$ cat config.mk
export PLATFORM = sky130hd
export DESIGN_NAME = sisr_sig_check
export DESIGN_NICKNAME = d
export VERILOG_FILES = /design/src/rtl/sisr_pkg.sv /design/src/rtl/sisr4_en.sv /design/src/rtl/sisr_sig_check.sv
export SDC_FILE = /design/constraint.sdc
export NUM_CORES = 1
export LEC_CHECK = 0
export BUFFER_PORTS_ARGS = -buffer_cell sky130_fd_sc_hd__buf_2
export CAP_MARGIN = 20
export CORE_MARGIN = 2
export CORE_UTILIZATION = 58
export CTS_CLUSTER_DIAMETER = 120
export DETAILED_ROUTE_END_ITERATION = 8
export PLACE_DENSITY = 0.82
export SLEW_MARGIN = 40
export SYNTH_ARGS = -nofsm -noshare
export SYNTH_HDL_FRONTEND = slang
export SYNTH_HIERARCHICAL = 1
export SYNTH_SLANG_ARGS = --single-unit
$ cat constraint.sdc
create_clock -name clk -period 4.8 [get_ports clk]
set_clock_uncertainty 0.1 [all_clocks]
set_input_delay 0.72 -clock clk [delete_from_list [all_inputs] [get_ports clk]]
set_output_delay 0.72 -clock clk [all_outputs]
set_load 0.01 [all_outputs]
$ cat src/rtl/sisr_pkg.sv
// sisr_pkg
// Shared definitions for the serial-signature checker:
//   - state_t     : checker FSM states (IDLE, RUN, CHECK)
//   - SIG_W       : signature register width
//   - FB_TAPS     : feedback tap mask for x^4+x+1 (feedback into bits 0 and 1)
//   - TIMEOUT_W   : idle counter width (used only when SIG_CHECK_TIMEOUT_EN is defined)
//   - TIMEOUT_MAX : consecutive idle RUN cycles that abort a run
package sisr_pkg;

   localparam int SIG_W = 4;

   // Bit i of the next signature is shift_in[i] ^ (FB_TAPS[i] & msb).
   // The x^4 term is implicit in the shift, and the x and 1 terms are bits 1 and 0.
   localparam logic [SIG_W-1:0] FB_TAPS = 4'b0011;

   localparam int TIMEOUT_W = 8;
   localparam logic [TIMEOUT_W-1:0] TIMEOUT_MAX = 8'd255;

   typedef enum logic [1:0] {
      IDLE  = 2'd0,
      RUN   = 2'd1,
      CHECK = 2'd2
   } state_t;

endpackage

$ cat src/rtl/sisr4_en.sv
// sisr4_en
// A 4-bit single-input signature register with enable and synchronous clear.
// The register compacts one serial bit per enabled cycle, using the polynomial x^4+x+1.
// Ports:
//   clk    in   clock
//   rst    in   synchronous active-high reset (clears the signature)
//   clr    in   synchronous clear; takes priority over en
//   en     in   compacts bit_in this cycle
//   bit_in in   serial data bit
//   sig    out  current signature
module sisr4_en
   import sisr_pkg::*;
(
   input  logic             clk,
   input  logic             rst,
   input  logic             clr,
   input  logic             en,
   input  logic             bit_in,
   output logic [SIG_W-1:0] sig
);

   logic [SIG_W-1:0] sig_q;
   logic [SIG_W-1:0] sig_d;
   logic [SIG_W-1:0] shift_in;
   logic [SIG_W-1:0] next_sig;

   // Shift left and insert the new bit at the LSB. Then fold the MSB that is
   // shifted out back into the tap positions.
   assign shift_in = {sig_q[SIG_W-2:0], bit_in};

   generate
      for (genvar gi = 0; gi < SIG_W; gi++) begin : g_tap
         assign next_sig[gi] = shift_in[gi] ^ (FB_TAPS[gi] & sig_q[SIG_W-1]);
      end
   endgenerate

   always_comb begin
      sig_d = sig_q;
      if (clr) begin
         sig_d = '0;
      end else if (en) begin
         sig_d = next_sig;
      end
   end

   always_ff @(posedge clk) begin
      if (rst) begin
         sig_q <= '0;
      end else begin
         sig_q <= sig_d;
      end
   end

   assign sig = sig_q;

endmodule

$ cat src/rtl/sisr_sig_check.sv
// sisr_sig_check
// This module compacts a serial response stream of `len` bits into a 4-bit signature.
// It then compares the signature with a golden value.
// Ports:
//   clk      in   clock
//   rst      in   synchronous active-high reset
//   start    in   one-cycle run request. The module accepts it only in IDLE.
//   len      in   number of bits to compact. The module latches it when it accepts start.
//   golden   in   expected signature. The module latches it when it accepts start.
//   bit_in   in   serial response bit
//   bit_vld  in   qualifies bit_in. The module uses it only in RUN.
//   busy     out  high when the FSM is not in IDLE
//   done     out  one-cycle pulse at the end of a run
//   pass     out  compare result. It holds until the next accepted start.
//   sig      out  current signature
//   timeout  out  abort flag. It holds until the next accepted start.
// Build option: define SIG_CHECK_TIMEOUT_EN to abort a RUN after TIMEOUT_MAX
// consecutive cycles without bit_vld. Without this option, timeout is tied to 0.
module sisr_sig_check
   import sisr_pkg::*;
#(
   parameter int LEN_W = 8
) (
   input  logic             clk,
   input  logic             rst,
   input  logic             start,
   input  logic [LEN_W-1:0] len,
   input  logic [SIG_W-1:0] golden,
   input  logic             bit_in,
   input  logic             bit_vld,
   output logic             busy,
   output logic             done,
   output logic             pass,
   output logic [SIG_W-1:0] sig,
   output logic             timeout
);

   localparam logic [LEN_W-1:0] LEN_ONE = 1;

   state_t           state_q, state_d;
   logic [LEN_W-1:0] len_q, len_d;
   logic [LEN_W-1:0] count_q, count_d;
   logic [SIG_W-1:0] golden_q, golden_d;
   logic             done_q, done_d;
   logic             pass_q, pass_d;
   logic             timeout_q, timeout_d;
   logic             start_acc;
   logic             bit_acc;

`ifdef SIG_CHECK_TIMEOUT_EN
   logic [TIMEOUT_W-1:0] idle_q, idle_d;
`endif

   sisr4_en u_sisr (
      .clk    (clk),
      .rst    (rst),
      .clr    (start_acc),
      .en     (bit_acc),
      .bit_in (bit_in),
      .sig    (sig)
   );

   always_comb begin
      state_d   = state_q;
      len_d     = len_q;
      count_d   = count_q;
      golden_d  = golden_q;
      done_d    = 1'b0;
      pass_d    = pass_q;
      timeout_d = timeout_q;
      start_acc = 1'b0;
      bit_acc   = 1'b0;
`ifdef SIG_CHECK_TIMEOUT_EN
      idle_d    = idle_q;
`endif
      case (state_q)
         IDLE: begin
            if (start) begin
               start_acc = 1'b1;
               pass_d    = 1'b0;
               timeout_d = 1'b0;
               len_d     = len;
               golden_d  = golden;
               count_d   = '0;
`ifdef SIG_CHECK_TIMEOUT_EN
               idle_d    = '0;
`endif
               // A zero-length run has nothing to compact. The signature
               // stays 0, so the module goes directly to the compare step.
               state_d   = (len == '0) ? CHECK : RUN;
            end
         end
         RUN: begin
            if (bit_vld) begin
               bit_acc = 1'b1;
               count_d = count_q + LEN_ONE;
`ifdef SIG_CHECK_TIMEOUT_EN
               idle_d  = '0;
`endif
               // The compare uses count_q before the increment. This way count
               // never has to hold len, and a run of 2^LEN_W-1 bits does not wrap it.
               if (count_q == len_q - LEN_ONE) begin
                  state_d = CHECK;
               end
            end
`ifdef SIG_CHECK_TIMEOUT_EN
            else if (idle_q == TIMEOUT_MAX - 8'd1) begin
               // This cycle is the TIMEOUT_MAX-th consecutive idle cycle.
               state_d   = IDLE;
               done_d    = 1'b1;
               pass_d    = 1'b0;
               timeout_d = 1'b1;
            end else begin
               idle_d = idle_q + 8'd1;
            end
`endif
         end
         CHECK: begin
            done_d  = 1'b1;
            pass_d  = (sig == golden_q);
            state_d = IDLE;
         end
         default: begin
            state_d = IDLE;
         end
      endcase
   end

   always_ff @(posedge clk) begin
      if (rst) begin
         state_q   <= IDLE;
         len_q     <= '0;
         count_q   <= '0;
         golden_q  <= '0;
         done_q    <= 1'b0;
         pass_q    <= 1'b0;
         timeout_q <= 1'b0;
`ifdef SIG_CHECK_TIMEOUT_EN
         idle_q    <= '0;
`endif
      end else begin
         state_q   <= state_d;
         len_q     <= len_d;
         count_q   <= count_d;
         golden_q  <= golden_d;
         done_q    <= done_d;
         pass_q    <= pass_d;
         timeout_q <= timeout_d;
`ifdef SIG_CHECK_TIMEOUT_EN
         idle_q    <= idle_d;
`endif
      end
   end

   assign busy = (state_q != IDLE);
   assign done = done_q;
   assign pass = pass_q;

`ifdef SIG_CHECK_TIMEOUT_EN
   assign timeout = timeout_q;
`else
   // The run never aborts, so the flag is constant. The register stays
   // so that the start and reset behaviour match the timeout build.
   assign timeout = 1'b0;
   logic unused_timeout;
   assign unused_timeout = timeout_q;
`endif

endmodule

==> run summary, run 1 <==
result of the run - finished clean
via count of the first global-routing pass - 1110
Yosys top cell by area - sky130_fd_sc_hd__dfxtp_1
mux cell area share after synthesis - 2.10%
Layout Nets - 209
clock period minus worst slack - 2.03 ns
path type of the worst min-delay path - flop to flop
count of boundary I/O pins - 25
global route total overflow - 0
beginning of the worst register-to-register path - len_q[0]
maximum fanout along the worst path - 5
synthesized netlist cell count - 173
count of antenna-violating nets left after detailed routing - 0
Ant. Diodes - 0
Initial Util - 62.7%
maximum number of pins on one net before global-route repair - 24
synthesized area divided by synthesized cell count - 8.25 um^2
Hold Startpoint - pass
root cell of the clock tree - sky130_fd_sc_hd__clkbuf_4
non-filler instance count after layout - 217
number of antenna violations at the first check in global routing - 0
combined global-route utilization of all metal layers - 22.6%
simple-gate portion of the synthesized area - 24.6%
RSZ-0062 raised after global routing - false
Std-Cell Rows - 17
Most Crowded Layer GR - met2
detailed router's first-iteration violation count - 20
area delta synth->final - 10.4%
CTS Sinks - 28
clock buffer count from CTS - 3
number of port buffers - 23
proportion of register bits with asynchronous set or reset after synthesis - 0%
Critical Path Sink Type - flop
CTS-repair resized insts - 0
total power of the final layout - 608 uW
predominant post-synthesis flop cell - sky130_fd_sc_hd__dfxtp_1
number of setup buffers added after CTS - 0
Avg WL per Cell - 13.2 um
number of inserted filler cells in the final layout - 189
HPWL reported at the end of detailed placement - 2200 um
combinational family with the most area after synthesis - simple AND/OR/NAND/NOR gates
area share of the largest cell type after synthesis - 39.3%
total standard cell area after synthesis - 0.00143 mm^2
fraction of layout cells with a size suffix above 1 - 18.0%
Setup TNS - 0 ns
clock transition at the registers of the reported paths - 0.15 ns
GR Util met2 - 37.0%
library cell contributing the largest single delay on the critical path - sky130_fd_sc_hd__dfxtp_1
insertion delay of the later-clocked pin in the worst-skew pair - 0.32 ns
Pwr Density - 386 mW/mm^2
overall routed net length - 2870 um
Vert. Die Dim - 53.6 um
met3 layer usage reported by global route - 3.33%
total number of yosys warnings - 6
peak per-stage delay on the critical path - 0.39 ns
unique cell type count in the Yosys netlist - 39
Max Cap Violations - 0
post-synthesis net count - 192
final cycle utilization of the critical path - 42.3%
via count - 1197
weighted congestion at the end of routability-driven global placement - 0.907
total count of hold-check failures in the final report - 0
startpoint of the most critical setup path - len_q[0]
standard cell core area - 0.00228 mm^2
Die Area - 0.00287 mm^2
Synth Area in Compound Gates - 13.4%
CTS HTree Levels - 1
CP Data Required Time - 4.90 ns
peak supply drop - 0.239 mV
CTS tree - built
hold bufs inserted after CTS - 0
Leak - 0.000643 uW
xor/xnor cell area share of the yosys netlist - 13.5%
sequential cell area - 561 um^2
EDFF count, synth - 0
post-synthesis sequential area ratio - 39.3%
number of detailed-route iterations in the first pass - 4
remaining design rule violation count - 0
maximum buffer depth of the clock tree - 2
biggest area contributors in the synthesized netlist - sky130_fd_sc_hd__dfxtp_1, sky130_fd_sc_hd__nand2_1, sky130_fd_sc_hd__xnor2_1
Yosys reg bits - 28
adder-cell share of the synthesized area - 1.75%
kind of start point of the critical path - flop
Arr. time, crit path - 2.13 ns
Max Freq - 0.492 GHz
first-pass GRT wire length - 4710 um
vias per cell - 5.52
die width - 53.6 um
number of cells after detailed placement - 213
start-to-end type of the worst setup path - flop to flop
Global Route met1 Usage - 30.9%
multi-input logic area - 795 um^2
count of final max-slew check failures - 0
# setup viols final - 0
cells traversed along the worst timing path - inv_1 > ha_1 > or3b_1 > nor3_2 > xnor2_1 > o41ai_2 > o211ai_1
per-stage QoR:
stage	hold WS, ns	instance area [um^2]	utilization [%]	setup slack (ns)
after floorplan	0.348	1430	-	2.98
after global placement	0.336	1520	67.0	2.53
after detailed placement	0.351	1520	67.0	2.48
after CTS	0.371	1580	69.3	2.77
after global routing	0.389	1580	69.3	2.63
final	0.372	1580	69.3	2.77
layer usage:
layer  wire, um  up-vias
met2       1380       25
met1       1390      550
met4         28        0
met5          0        -
met3         77        4
li1           -      618
registers in the layout, indices dropped and copies added (netlist names):
signal and count:
golden_q 4, count_q 8, pass 1, u_sisr/sig 4
done 1, state_q 2, len_q 8
worst paths after layout:
check / to / slack (ns) / depth (start not counted)
worst max-delay path: state_q[0] / 2.77 / 7
worst min-delay path: pass / 0.37 / 2
worst max register to register: state_q[0] / 2.77 / 7
worst min register to register: pass / 0.37 / 2
where the power goes:
part           internal [uW]  switching [uW]
Combinational           76.4             101
Sequential               254            25.6
Clock                   84.4            66.5
Total                    415             193
cell families (layout without fill, tap and decap cells):
group | Yosys count | count (layout)
other | 1 | 1
XOR/XNOR | 22 | 22
buffers and inverters | 16 | 32
adder cells (fa/ha/maj) | 2 | 2
AND/OR/NAND/NOR | 75 | 75
multiplexers | 3 | 3
AO/OA/AOI/OAI | 26 | 26
flip-flops | 28 | 28
cell usage after synthesis, types with 2 or more instances:
library cell	number
sky130_fd_sc_hd__nand2_1	33
sky130_fd_sc_hd__dfxtp_1	28
sky130_fd_sc_hd__nor2_1	15
sky130_fd_sc_hd__a21oi_1	12
sky130_fd_sc_hd__xnor2_1	11
sky130_fd_sc_hd__xor2_1	11
sky130_fd_sc_hd__clkbuf_1	7
sky130_fd_sc_hd__nor3_1	6
sky130_fd_sc_hd__inv_1	4
sky130_fd_sc_hd__nand3_1	4
sky130_fd_sc_hd__buf_4	3
sky130_fd_sc_hd__mux2i_1	3
sky130_fd_sc_hd__nand2b_1	3
sky130_fd_sc_hd__nor4_1	3
sky130_fd_sc_hd__o211ai_1	3
sky130_fd_sc_hd__a211oi_1	2
sky130_fd_sc_hd__ha_1	2
sky130_fd_sc_hd__nand4_1	2
cells in the final DEF (no fill, tap or decap), types with 4 or more instances in the layout:
master	synthesis	final
sky130_fd_sc_hd__a21oi_1	12	12
sky130_fd_sc_hd__nor2_1	15	15
sky130_fd_sc_hd__nor3_1	6	6
sky130_fd_sc_hd__nand3_1	4	4
sky130_fd_sc_hd__inv_1	4	4
sky130_fd_sc_hd__xnor2_1	11	11
sky130_fd_sc_hd__nand2_1	33	33
sky130_fd_sc_hd__buf_2	0	23
sky130_fd_sc_hd__dfxtp_1	28	28
sky130_fd_sc_hd__xor2_1	11	11
worst max-delay path, delay by kind of cell (launching register included):
family	cells	cell delay, ns
simple gates	2	0.54
buf+inv	1	0.07
compound gates	2	0.49
flops	1	0.39
xor+xnor	1	0.12
fa+ha+maj	1	0.20
final cells by class:
type | instances | area share (%)
multi-input combinational | 129 | 50.4
sequential | 28 | 35.6
timing repair buffer | 23 | 7.30
tap | 28 | 2.22
clock inverter | 1 | 1.90
clock buffer | 3 | 1.43
inverter | 5 | 1.19
No activity file was read; power rests on OpenSTA's default activity.
==> run 2, diff against run 1 <==
CORE_UTILIZATION = 54   (was 58)
PLACE_DENSITY = 0.77   (was 0.82)
clock period = 2.05 ns   (was 4.8 ns; I/O delays follow)
==> run 2 against run 1 <==
  * Core utilization shrank 6.2 points
  * First-iteration DRC count grew 10%
  * Largest power group unchanged
  * Sequential power grew 130%
  * Final area is the same
  * Register-to-register slack lost 2.6 ns
==> run summary, run 2 (synthesis gave the netlist of run 1 again) <==
root cell of the clock tree - sky130_fd_sc_hd__clkbuf_4 (unchanged)
final cycle utilization of the critical path - 92.8% (was 42.3%)
maximum number of pins on one net before global-route repair - 24 (unchanged)
number of cells after detailed placement - 216 (was 213)
overall routed net length - 2930 um (was 2870 um)
area delta synth->final - 10.4% (unchanged)
number of detailed-route iterations in the first pass - 4 (unchanged)
total length of routed met3 wires - 95 um (was 77 um)
first-pass GRT wire length - 4710 um (about the same)
Die Area - 0.00307 mm^2 (was 0.00287 mm^2)
Setup TNS - 0 ns (unchanged)
weighted congestion at the end of routability-driven global placement - 0.930 (was 0.907)
via count of the first global-routing pass - 1036 (was 1110)
count of boundary I/O pins - 25 (unchanged)
post-place setup slack - 0.130 ns (was 2.48 ns)
cell internal power dissipation - 896 uW (was 415 uW)
Leak - 0.000638 uW (was 0.000643 uW)
commonest non-fill, non-tap cell in the layout - sky130_fd_sc_hd__nand2_1 (unchanged)
Hold Startpoint - golden[1] (was pass)
CTS Sinks - 28 (unchanged)
start-to-end type of the worst setup path - flop to flop (unchanged)
HPWL reported at the end of detailed placement - 2200 um (about the same)
hold depth - 3 (was 2)
detailed router's first-iteration violation count - 22 (was 20)
total cell area at the placement stage - 0.00153 mm^2 (was 0.00152 mm^2)
cells traversed along the worst timing path - inv_1 > ha_2 > or3b_4 > nor3_2 > xnor2_1 > nor4_1 > a31o_1 (was inv_1 > ha_1 > or3b_1 > nor3_2 > xnor2_1 > o41ai_2 > o211ai_1)
met2 routed WL - 1340 um (was 1380 um)
kind of start point of the critical path - flop (unchanged)
CP Data Required Time - 2.23 ns (was 4.90 ns)
# setup viols final - 0 (unchanged)
critical register-to-register path endpoint - state_q[1] (was state_q[0])
final setup margin - 0.147 ns (was 2.77 ns)
clock period minus worst slack - 1.90 ns (was 2.03 ns)
via count - 1190 (was 1197)
worst-case hold slack - 0.102 ns (was 0.372 ns)
Arr. time, crit path - 2.08 ns (was 2.13 ns)
share of power burned in combinational logic - 32.0% (was 29.2%)
remaining design rule violation count - 0 (unchanged)
Layout Nets - 210 (was 209)
library cell contributing the largest single delay on the critical path - sky130_fd_sc_hd__or3b_4 (was sky130_fd_sc_hd__dfxtp_1)
uppermost layer routed - met4 (unchanged)
largest registers ranked by flip-flop count - count_q (8), len_q (8) (unchanged)
clock transition at the registers of the reported paths - 0.14 ns (was 0.15 ns)
number of cells on the worst reg-to-reg path - 7 (unchanged)
total count of hold-check failures in the final report - 0 (unchanged)
Pwr Density - 858 mW/mm^2 (was 386 mW/mm^2)
Std-Cell Rows - 18 (was 17)
CTS HTree Levels - 1 (unchanged)
count of final max-slew check failures - 0 (unchanged)
Avg WL per Cell - 13.3 um (was 13.2 um)
sum of routed wire segments on met1 - 1470 um (was 1390 um)
count of antenna-violating nets left after detailed routing - 0 (unchanged)
part of the total power dissipated in the clock network - 19.6% (was 24.8%)
global route total overflow - 0 (unchanged)
peak per-stage delay on the critical path - 0.39 ns (about the same)
Switch Pwr - 456 uW (was 193 uW)
Seq pwr share - 48.5% (was 46.0%)
peak supply drop - 0.694 mV (was 0.239 mV)
beginning of the worst register-to-register path - len_q[0] (unchanged)
Post-Layout Inst Area - 0.00158 mm^2 (unchanged)
Vert. Die Dim - 55.4 um (was 53.6 um)
insertion delay of the later-clocked pin in the worst-skew pair - 0.32 ns (about the same)
non-filler instance count after layout - 220 (was 217)
CTS tree - built (unchanged)
Initial Util - 57.1% (was 62.7%)
number of port buffers - 23 (unchanged)
Max Freq - 0.525 GHz (was 0.492 GHz)
number of antenna violations at the first check in global routing - 0 (unchanged)
maximum fanout along the worst path - 5 (unchanged)
switching share of power - 33.7% (was 31.8%)
Max Cap Violations - 0 (unchanged)
RSZ-0062 raised after global routing - false (unchanged)
Critical Path Sink Type - flop (unchanged)
commonest cells after routing, fill and taps aside - sky130_fd_sc_hd__nand2_1, sky130_fd_sc_hd__dfxtp_1, sky130_fd_sc_hd__buf_2 (unchanged)
result of the run - finished clean (unchanged)
end point of the most critical hold path - golden_q[1] (was pass)
path type of the worst min-delay path - primary input to flop (was flop to flop)
standard cell core area - 0.00250 mm^2 (was 0.00228 mm^2)
Ant. Diodes - 0 (unchanged)
hold bufs inserted after CTS - 0 (unchanged)
maximum buffer depth of the clock tree - 2 (unchanged)
combined global-route utilization of all metal layers - 19.1% (was 22.6%)
setup slack, reg-to-reg - 0.15 ns (was 2.77 ns)
die width - 55.4 um (was 53.6 um)
fraction of layout cells with a size suffix above 1 - 20.0% (was 18.0%)
clock buffer count from CTS - 3 (unchanged)
vias per cell - 5.41 (was 5.52)
run 2: power groups by stage:
stage	clock [uW]	combinational, uW	sequential, uW
3_5_place_dp	0	422	666
6_report	264	432	656
3_3_place_gp	0	409	663
4_1_cts	276	422	654
5_1_grt	295	475	663
2_1_floorplan	0	340	651
run 2: metrics by stage:
stage | util [%] | power, uW
global placement | 61.4 | 1070
global route | 63.1 | 1430
CTS | 62.8 | 1350
detailed placement | 61.4 | 1090
finish | 63.1 | 1350
floorplan | - | 991
run 2: layout make-up:
| type | count | area, um^2 |
|---|---|---|
| timing repair buffer | 24 | 123 |
| multi-input combinational | 129 | 800 |
| sequential | 28 | 562 |
| fill | 240 | 923 |
| inverter | 5 | 18.8 |
| clock buffer | 4 | 36.3 |
| tap | 30 | 37.5 |
run 2: repair_timing:
item	4_1_cts	5_1_grt
endpoints found under the setup margin	0	1
setup buffers	0	0
resized for setup	0	3
run 2: worst max-delay path: cells and delay by family, from the launching register on:
| family | cells | cell delay (ns) |
|---|---|---|
| flops | 1 | 0.37 |
| xor+xnor | 1 | 0.12 |
| fa+ha+maj | 1 | 0.20 |
| compound gates | 1 | 0.18 |
| simple gates | 3 | 0.84 |
| buf+inv | 1 | 0.06 |
run 2: worst max path at each step:
stage	start	endpoint	slack (ns)	cells after the start
6_report	len_q[0]	state_q[1]	0.15	7
5_1_grt	len_q[0]	state_q[0]	0.01	7
4_1_cts	len_q[0]	state_q[0]	0.11	7
3_5_place_dp	len_q[0]	state_q[0]	0.13	7
3_3_place_gp	len_q[0]	state_q[0]	0.18	7
2_1_floorplan	len_q[0]	state_q[0]	0.23	7
run 2: routing by layer:
layer	vias to the layer above	GRT usage, %
met5	-	0
met4	0	4.18
met3	2	4.68
met2	18	31.3
met1	556	25.4
li1	614	-
==> run 3, diff against run 2 <==
clock period = 2.1 ns   (was 2.05 ns; I/O delays follow)
==> run 3 against run 2 <==
  * Sequential cell count unchanged
  * Non-clock buffer count unchanged
  * Final cell count unchanged
  * Count of clock-buffer cells in the layout decreased by 1
  * Combinational power decreased by 5.3%
  * Sequential share of layout area decreased by 0.25 points
  * Maximum frequency decreased by 0.15%
  * Total power increased by 4.0%
  * Worst hold slack got worse by 0.012 ns
  * Register-to-register slack improved by 0.05 ns
  * Core utilization increased by 0.45 points
  * Clock power increased by 36%
  * Critical path type unchanged
  * Largest cell class unchanged
==> run summary, run 3 (synthesis gave the netlist of run 1 again) <==
via count - 1209 (was 1190)
count of antenna-violating nets left after detailed routing - 0 (unchanged)
CP Data Required Time - 2.23 ns (about the same)
number of setup buffers added after CTS - 0 (unchanged)
CTS HTree Levels - 1 (unchanged)
largest registers ranked by flip-flop count - count_q (8), len_q (8) (unchanged)
total cell area at the placement stage - 0.00153 mm^2 (unchanged)
buffer and inverter count on the worst path - 1 (unchanged)
Arr. time, crit path - 2.04 ns (was 2.08 ns)
final cycle utilization of the critical path - 90.8% (was 92.8%)
kind of start point of the critical path - flop (unchanged)
multi-input logic area - 795 um^2 (was 800 um^2)
path type of the worst min-delay path - primary input to flop (unchanged)
clock period minus worst slack - 1.91 ns (was 1.90 ns)
HPWL reported at the end of detailed placement - 2240 um (was 2200 um)
fraction of layout cells with a size suffix above 1 - 18.9% (was 20.0%)
sum of routed wire segments on met1 - 1430 um (was 1470 um)
Leak - 0.000648 uW (was 0.000638 uW)
Die Area - 0.00307 mm^2 (unchanged)
Ant. Diodes - 0 (unchanged)
Post-Layout Inst Area - 0.00159 mm^2 (was 0.00158 mm^2)
crit-path leading delay family - simple AND/OR/NAND/NOR gates (unchanged)
CTS tree - built (unchanged)
Setup TNS - 0 ns (unchanged)
via count of the first global-routing pass - 1082 (was 1036)
library cell contributing the largest single delay on the critical path - sky130_fd_sc_hd__or3b_1 (was sky130_fd_sc_hd__or3b_4)
Avg WL per Cell - 13.2 um (was 13.3 um)
peak supply drop - 0.603 mV (was 0.694 mV)
total count of hold-check failures in the final report - 0 (unchanged)
commonest cells after routing, fill and taps aside - sky130_fd_sc_hd__nand2_1, sky130_fd_sc_hd__dfxtp_1, sky130_fd_sc_hd__buf_2 (unchanged)
beginning of the worst register-to-register path - len_q[0] (unchanged)
Hold Startpoint - golden[3] (was golden[1])
CTS Sinks - 28 (unchanged)
Critical Path Sink Type - flop (unchanged)
maximum number of pins on one net before global-route repair - 24 (unchanged)
commonest non-fill, non-tap cell in the layout - sky130_fd_sc_hd__nand2_1 (unchanged)
Std-Cell Rows - 18 (unchanged)
maximum buffer depth of the clock tree - 2 (unchanged)
clock transition at the registers of the reported paths - 0.15 ns (was 0.14 ns)
number of antenna violations at the first check in global routing - 0 (unchanged)
setup slack, reg-to-reg - 0.19 ns (was 0.15 ns)
clock buffer count from CTS - 3 (unchanged)
start-to-end type of the worst setup path - flop to flop (unchanged)
count of final max-slew check failures - 0 (unchanged)
peak per-stage delay on the critical path - 0.39 ns (about the same)
Initial Util - 57.1% (unchanged)
Vert. Die Dim - 55.4 um (unchanged)
total length of routed met3 wires - 103 um (was 95 um)
standard cell core area - 0.00250 mm^2 (unchanged)
detailed router's first-iteration violation count - 33 (was 22)
vias per cell - 5.50 (was 5.41)
Max Cap Violations - 0 (unchanged)
number of inserted filler cells in the final layout - 230 (was 240)
number of cells on the worst reg-to-reg path - 7 (unchanged)
Layout Nets - 210 (unchanged)
sequential cell area - 562 um^2 (unchanged)
met2 routed WL - 1320 um (was 1340 um)
die width - 55.4 um (unchanged)
uppermost layer routed - met4 (unchanged)
cells traversed along the worst timing path - inv_1 > ha_1 > or3b_1 > nor3_2 > xnor2_1 > o41ai_2 > o211ai_1 (was inv_1 > ha_2 > or3b_4 > nor3_2 > xnor2_1 > nor4_1 > a31o_1)
RSZ-0062 raised after global routing - false (unchanged)
maximum fanout along the worst path - 5 (unchanged)
count of boundary I/O pins - 25 (unchanged)
weighted congestion at the end of routability-driven global placement - 0.937 (was 0.930)
number of port buffers - 23 (unchanged)
# setup viols final - 0 (unchanged)
first-pass GRT wire length - 4970 um (was 4710 um)
critical register-to-register path endpoint - state_q[0] (was state_q[1])
result of the run - finished clean (unchanged)
Pwr Density - 886 mW/mm^2 (was 858 mW/mm^2)
end point of the most critical hold path - golden_q[3] (was golden_q[1])
area delta synth->final - 11.2% (was 10.4%)
Max Freq - 0.525 GHz (about the same)
hold depth - 3 (unchanged)
global route total overflow - 0 (unchanged)
overall routed net length - 2910 um (was 2930 um)
insertion delay of the later-clocked pin in the worst-skew pair - 0.34 ns (was 0.32 ns)
number of detailed-route iterations in the first pass - 4 (unchanged)
combined global-route utilization of all metal layers - 20.4% (was 19.1%)
root cell of the clock tree - sky130_fd_sc_hd__clkbuf_4 (unchanged)
remaining design rule violation count - 0 (unchanged)
run 3: per-stage QoR:
step	worst slack, ns	total power [uW]	util [%]	hold WS (ns)	cells
3_3_place_gp	0.231	1050	61.4	0.336	216
2_1_floorplan	0.284	967	-	0.284	173
4_1_cts	0.161	1420	63.5	0.0812	220
3_5_place_dp	0.169	1060	61.4	0.365	216
5_1_grt	0.0222	1490	63.5	0.0837	220
6_report	0.194	1410	63.5	0.0893	220
run 3: where the power goes:
part	total (uW)	switching, uW	internal [uW]
Sequential	639	58.0	581
Clock	358	165	193
Combinational	409	229	180
Total	1410	452	955
run 3: layout make-up:
type	count	share of cell area (%)
multi-input cells	129	50.0
well taps	30	2.36
inverters	5	1.18
clock buffers	3	1.42
repair buffers	24	7.72
flip-flops and latches	28	35.4
clock inverters	1	1.89
run 3: timing repair:
| action | 4_1_cts | 5_1_grt |
|---|---|---|
| gates resized for setup | 0 | 1 |
| endpoints found under the setup margin | 0 | 1 |
| hold buffers | 0 | 0 |
run 3: worst max-delay path by stage:
stage / slack (ns) / depth (start not counted) / end / start
global placement: 0.23 / 7 / state_q[0] / len_q[0]
detailed placement: 0.17 / 7 / state_q[0] / len_q[0]
floorplan: 0.28 / 7 / state_q[0] / len_q[0]
finish: 0.19 / 7 / state_q[0] / len_q[0]
global route: 0.02 / 7 / state_q[0] / len_q[0]
CTS: 0.16 / 7 / state_q[0] / len_q[0]
run 3: per-layer routing:
layer  up-vias  track usage [%]
li1        617                -
met1       566             27.4
met2        21             32.1
met3         5             3.75
met4         0             8.36
met5         -                0
run 3: worst min-delay path, cell delays in order:
cell	delay, ns
sky130_fd_sc_hd__buf_2	0.09
sky130_fd_sc_hd__nand2_1	0.04
sky130_fd_sc_hd__a21oi_1	0.05
